`src/rtl/mod_inverse_if.sv`:
```
// mod_inverse_if: start/done handshake and operand/result bundle for mod_inverse_engine
// Ports (master drives): start_i, a_i, n_i (abort_i when MODINV_ABORT_EN is defined)
// Ports (slave drives):  ready_o, done_o, inv_o, error_o
interface mod_inverse_if #(parameter int WORD_WIDTH = 32) ();
  logic                  start_i;
  logic [WORD_WIDTH-1:0] a_i;
  logic [WORD_WIDTH-1:0] n_i;
`ifdef MODINV_ABORT_EN
  logic                  abort_i;
`endif
  logic                  ready_o;
  logic                  done_o;
  logic [WORD_WIDTH-1:0] inv_o;
  logic                  error_o;
`ifdef MODINV_ABORT_EN
  modport master (output start_i, a_i, n_i, abort_i, input ready_o, done_o, inv_o, error_o);
  modport slave (input start_i, a_i, n_i, abort_i, output ready_o, done_o, inv_o, error_o);
`else
  modport master (output start_i, a_i, n_i, input ready_o, done_o, inv_o, error_o);
  modport slave (input start_i, a_i, n_i, output ready_o, done_o, inv_o, error_o);
`endif
endinterface

```
`src/rtl/mod_inverse_engine.sv`:
```
// mod_inverse_engine: sequential extended-Euclid modular inverse with bit-serial restoring divider
// Ports: clk, rst_n (sync active-low), bus (mod_inverse_if.slave: start_i/a_i/n_i in,
//        ready_o/done_o/inv_o/error_o out). Optional MODINV_ABORT_EN adds bus.abort_i.
module mod_inverse_engine #(
  parameter int WORD_WIDTH = 32
) (
  input logic           clk,
  input logic           rst_n,
  mod_inverse_if.slave  bus
);
  localparam int W  = WORD_WIDTH;
  localparam int CW = $clog2(W);
  typedef enum logic [2:0] {IDLE, INIT, CHECK, DIV, UPDATE, FINAL} state_t;
  state_t                r_state;
  logic [W-1:0]          r_a, r_n, r_r0, r_r1, r_q, r_rem, r_inv;
  logic signed [W+1:0]   r_t0, r_t1;
  logic [CW-1:0]         r_cnt;
  logic                  r_ready, r_done, r_error;
  logic [W:0]            w_shift;
  logic                  w_ge;
  logic [W-1:0]          w_diff, w_inv;
  logic signed [W+1:0]   w_prod, w_t_new;
  logic                  w_abort;
  // Partial remainder never exceeds r1, so the W-bit difference is exact.
  always_comb begin
    w_shift = {r_rem, r_r0[r_cnt]};
    w_ge    = w_shift >= {1'b0, r_r1};
    w_diff  = w_shift[W-1:0] - r_r1;
    w_prod  = $signed({2'b00, r_q}) * r_t1;
    w_t_new = r_t0 - w_prod;
    w_inv   = r_t0[W+1] ? W'(r_t0 + $signed({2'b00, r_n})) : r_t0[W-1:0];
  end
`ifdef MODINV_ABORT_EN
  assign w_abort = bus.abort_i;
`else
  assign w_abort = 1'b0;
`endif
  always_ff @(posedge clk) begin
    if (!rst_n) begin
      r_state <= IDLE;
      r_a     <= '0;
      r_n     <= '0;
      r_r0    <= '0;
      r_r1    <= '0;
      r_q     <= '0;
      r_rem   <= '0;
      r_inv   <= '0;
      r_t0    <= '0;
      r_t1    <= '0;
      r_cnt   <= '0;
      r_ready <= 1'b1;
      r_done  <= 1'b0;
      r_error <= 1'b0;
    end else if (r_state != IDLE && w_abort) begin
      r_state <= IDLE;
      r_ready <= 1'b1;
      r_done  <= 1'b0;
    end else begin
      case (r_state)
        IDLE: if (bus.start_i) begin
          r_a     <= bus.a_i;
          r_n     <= bus.n_i;
          r_ready <= 1'b0;
          r_state <= INIT;
        end
        INIT: if (r_n < W'(2)) begin
          r_error <= 1'b1;
          r_inv   <= '0;
          r_done  <= 1'b1;
          r_state <= FINAL;
        end else begin
          r_r0    <= r_n;
          r_r1    <= r_a;
          r_t0    <= '0;
          r_t1    <= {{(W+1){1'b0}}, 1'b1};
          r_state <= CHECK;
        end
        CHECK: if (r_r1 == '0) begin
          r_error <= r_r0 != W'(1);
          r_inv   <= r_r0 != W'(1) ? '0 : w_inv;
          r_done  <= 1'b1;
          r_state <= FINAL;
        end else begin
          r_rem   <= '0;
          r_q     <= '0;
          r_cnt   <= CW'(W - 1);
          r_state <= DIV;
        end
        DIV: begin
          r_rem   <= w_ge ? w_diff : w_shift[W-1:0];
          r_q     <= {r_q[W-2:0], w_ge};
          r_cnt   <= r_cnt - 1'b1;
          r_state <= r_cnt == '0 ? UPDATE : DIV;
        end
        UPDATE: begin
          r_r0    <= r_r1;
          r_r1    <= r_rem;
          r_t0    <= r_t1;
          r_t1    <= w_t_new;
          r_state <= CHECK;
        end
        FINAL: begin
          r_done  <= 1'b0;
          r_ready <= 1'b1;
          r_state <= IDLE;
        end
        default: r_state <= IDLE;
      endcase
    end
  end
  assign bus.ready_o = r_ready;
  assign bus.done_o  = r_done;
  assign bus.inv_o   = r_inv;
  assign bus.error_o = r_error;
endmodule

```
`src/flat_wrapper.sv`:
```
// flat-port wrapper written by rule: the top's interface ports become plain ports
module mod_inverse_engine_flat 
#(
  parameter int WORD_WIDTH = 32
)
  (clk, rst_n, bus_start_i, bus_a_i, bus_n_i, bus_ready_o, bus_done_o, bus_inv_o, bus_error_o);
  mod_inverse_if #(.WORD_WIDTH(WORD_WIDTH)) bus_i ();
  input logic clk;
  input logic rst_n;
  input wire logic [$bits(bus_i.start_i)-1:0] bus_start_i;
  input wire logic [$bits(bus_i.a_i)-1:0] bus_a_i;
  input wire logic [$bits(bus_i.n_i)-1:0] bus_n_i;
  output wire logic [$bits(bus_i.ready_o)-1:0] bus_ready_o;
  output wire logic [$bits(bus_i.done_o)-1:0] bus_done_o;
  output wire logic [$bits(bus_i.inv_o)-1:0] bus_inv_o;
  output wire logic [$bits(bus_i.error_o)-1:0] bus_error_o;
  assign bus_i.start_i = bus_start_i;
  assign bus_i.a_i = bus_a_i;
  assign bus_i.n_i = bus_n_i;
  assign bus_ready_o = bus_i.ready_o;
  assign bus_done_o = bus_i.done_o;
  assign bus_inv_o = bus_i.inv_o;
  assign bus_error_o = bus_i.error_o;
  mod_inverse_engine #(.WORD_WIDTH(WORD_WIDTH)) u_core (.clk(clk), .rst_n(rst_n), .bus(bus_i));
endmodule
```
`config.mk`:
```
export PLATFORM = sky130hd
export DESIGN_NAME = mod_inverse_engine_flat
export DESIGN_NICKNAME = d
export VERILOG_FILES = /design/src/rtl/mod_inverse_if.sv /design/src/rtl/mod_inverse_engine.sv /design/src/flat_wrapper.sv
export SDC_FILE = /design/constraint.sdc
export NUM_CORES = 2
export LEC_CHECK = 0
export ABC_AREA = 1
export BUFFER_PORTS_ARGS = -buffer_cell sky130_fd_sc_hd__buf_2
export CAP_MARGIN = 30
export CORE_UTILIZATION = 55
export CTS_CLUSTER_SIZE = 20
export DETAILED_ROUTE_END_ITERATION = 8
export GPL_ROUTABILITY_DRIVEN = 1
export HOLD_SLACK_MARGIN = 0.06
export PLACE_DENSITY = 0.72
export SLEW_MARGIN = 15
export SYNTH_ARGS = -nofsm -noshare
export SYNTH_HDL_FRONTEND = slang
export SYNTH_SLANG_ARGS = --single-unit
```
`constraint.sdc`:
```
create_clock -name clk -period 8.23 [get_ports clk]
set_clock_uncertainty 0.1 [all_clocks]
set_input_delay 0.823 -clock clk [delete_from_list [all_inputs] [get_ports clk]]
set_output_delay 0.823 -clock clk [all_outputs]
set_load 0.005 [all_outputs]
```
==> summary.md <==
| Metric | Value |
|---|---|
| Status | completed |
| Peak Freq | about 0.13 GHz |
| CTS-repair resized insts | 0 |
| Crit Path Max Fanout | 15 |
| Initial Util | 0.558 |
| Pin count of the biggest net entering global routing | 92 |
| Final setup vio count | 0 |
| Layout net count | ~5800 |
| Worst-Skew Late Latency | 580 ps |
| Crit path capture type | flip-flop |
| H-tree depth | 2 |
| Wl on met1 | 45800 microns |
| FP Rows | 93 |
| Slew Limit Fails | 0 |
| Postcts setup bufs | 0 |
| Worst-path clk slew | approximately 60 ps |
| Leak pwr | 0.0194 uW |
| Detailed-route vias per instance | ~5.5 |
| Syn. warnings | 0 |
| Register area share after synthesis | 0.168 |
| Mapped Avg Cell Area | 7.23 sq um |
| Met2 wire len | 49400 microns |
| CP Data Arrival Time | about 7900 ps |
| Met3 WL | 7910 microns |
| Most common cell after layout, fill and taps aside | nand2_1 |
| Wirelength per Cell | 18.3 microns |
| Final hold slack | 361 ps |
| Final hold violation count | 0 |
| Clock net sink count | 303 |
| Crit path required time | about 8500 ps |
| Sum Neg Setup Slack | 0 ps |
| Period Utilization, post-route | 0.924 |
| CTS Buffer Depth | 3 |
| Max Cap Viol | 0 |
| Die X | 258 microns |
| Synth-to-layout area growth | 7.23% |
| Yosys cell types | 50 |
| Rel. slew slack | 0.322 |
| Mapped Nets | 5785 |
| Die area | 0.0666 sq mm |
| Gr usage total | 0.326 |
| Placed cell area | 0.0373 sq mm |
| CTS tree | yes |
| Hold buffer count at CTS | 0 |
| GP Congestion | 0.973 |
| DR pass1 iterations | 6 |
| Async set or reset register ratio after synthesis | 0 |
| Routed WL | 107000 microns |
| Antenna viol nets, final | 0 |
| Hold Path Class | flip-flop to flip-flop |
| Synthesized area | 0.0360 sq mm |
| Core Util, Final | 0.598 |
| Layout cells sized above 1 | 0.0614 |
| Unrepaired setup endpoints after global routing | no |
| Die H | about 260 microns |
| Hpwl dp | ~84000 microns |
| ANT cells | 0 |
| Max rail drop VDD | 0.174 mV |
| Crit path kind | flip-flop to flip-flop |
| First-pass GRT wire length | ~170000 microns |
| Startpoint types | flip-flop |
| Number of global-route vias before repair | 31746 |
| Cells after synthesis | 4987 |
| Port buffer count | 101 |
| Minimum clock period after layout | 7610 ps |
| CTS root buf | clkbuf_16 |
| Number of synthesized register bits | 303 |
| CTS Buf Count | 39 |
| Core Region | 0.0646 sq mm |
| Worst slew pin tran | 1020 ps |
| Pwr Density | 118 mW/mm^2 |
| I/O pin count | 102 |
| Final instance area | 0.0386 sq mm |
| Total gr overflow | 0 |
| 1st-iter DRT viols | 2783 |
| Residual DRC | 0 |
| Total power | 4550 uW |
| Top sig layer | met4 |
| Most common flop cell mapped by yosys | dfxtp_1 |
| EDFF count, synth | 0 |
| Via count | 32006 |
| Initial antenna violation count | 1 |
| Number of fill cells in the layout | a little over 6000 |
| Most frequent cells in the layout | nand2_1 (1321), inv_1 (1038), fa_1 (503), dfxtp_1 (302) |
==> registers in the layout (all words and copies together) (netlist names) <==
name                cells
u_core.r_q             32
u_core.r_state          3
u_core.bus.ready_o      1
u_core.r_n             32
u_core.r_r1            32
u_core.r_cnt            5
u_core.r_t1            34
u_core.bus.done_o       1
u_core.r_a             32
u_core.r_r0            32
u_core.r_t0            34
u_core.bus.inv_o       32
u_core.r_rem           32
u_core.bus.error_o      1
==> per-stage QoR <==
stage          std cells  setup WS [ps]
2_1_floorplan       4987           1400
3_3_place_gp        5764            817
3_5_place_dp        5765            710
4_1_cts             5836            666
5_1_grt             5840            274
6_report            5840            622
==> worst max-delay path, stage by stage, from the launching register on <==
cell and delay [ps]:
dfxtp_1 850, buf_4 300, nand2_1 80, fa_1 500, fa_1 430, inv_1 80, fa_1 450, fa_1 470
fa_1 550, inv_1 50, fa_1 490, fa_1 490, inv_1 50, fa_1 520, inv_1 50, ha_1 340
nand2_1 170, nor4_1 590, nand4_1 140, nand3_1 190, a21oi_1 110, o21ai_1 160, a21oi_1 70, o21ai_0 100
a21oi_1 80
==> cell type report <==
cell class	instances	area (sq um)	share of cell area
Multi-Input combinational cell	3368	25000	0.647
Timing Repair Buffer	194	1270	0.0330
Inverter	1049	3940	0.102
Clock buffer	52	1100	0.0284
Tap cell	855	1070	0.0277
Sequential cell	303	6070	0.157
Clock inverter	19	204	0.00528
==> power breakdown <==
part / total (uW) / switching, uW / internal (uW)
Clock: 1790 / 758 / 1040
Sequential: 1730 / 150 / 1580
Combinational: 1020 / 694 / 326
==> Yosys cell counts (all sizes together), types with 4 or more instances <==
cell	instances	share of area
a21boi	5	0.0010
a21o	12	0.0025
a21oi	283	0.040
a221oi	8	0.0019
a31oi	75	0.013
buf	55	0.0082
clkbuf	212	0.022
dfxtp	303	0.17
fa	503	0.28
ha	228	0.079
inv	1048	0.11
nand2	1330	0.14
nand3	171	0.025
nand3b	14	0.0029
nand4	26	0.0045
nor2	283	0.030
nor3	22	0.0033
nor4	26	0.0047
o211ai	21	0.0044
o21ai	251	0.035
o21bai	21	0.0044
o221ai	6	0.0015
o22ai	4	0.00069
or2	4	0.00069
xnor2	26	0.0063
xor2	35	0.0085
==> cell families after synthesis <==
kind of cell / count (synthesis) / share of synthesized area
muxes: 1 / 0.000278
AOI/OAI and AO/OA: 699 / 0.108
xor gates and xnor gates: 61 / 0.0148
adders and majority gates: 731 / 0.359
buffers and inverters: 1316 / 0.140
DFF: 303 / 0.168
and+or+nand+nor: 1876 / 0.211
==> routing by layer <==
metal / global-route usage / vias up
met1: 0.441 / 15472
li1: - / 15105
met3: 0.0462 / 208
met2: 0.537 / 1221
met5: 0 / -
met4: 0.107 / 0
==> path summary, 6_finish.rpt <==
path	cells past startpoint	start	to	slack, ps
setup / recovery	24	u_core.r_q[3]	u_core.r_t1[28]	620
hold / removal	2	u_core.bus.inv_o[14]	u_core.bus.inv_o[14]	360
setup reg to reg	24	u_core.r_q[3]	u_core.r_t1[28]	620
hold reg to reg	2	u_core.bus.inv_o[14]	u_core.bus.inv_o[14]	360
Note: power is estimated with default switching activity, not from simulation.
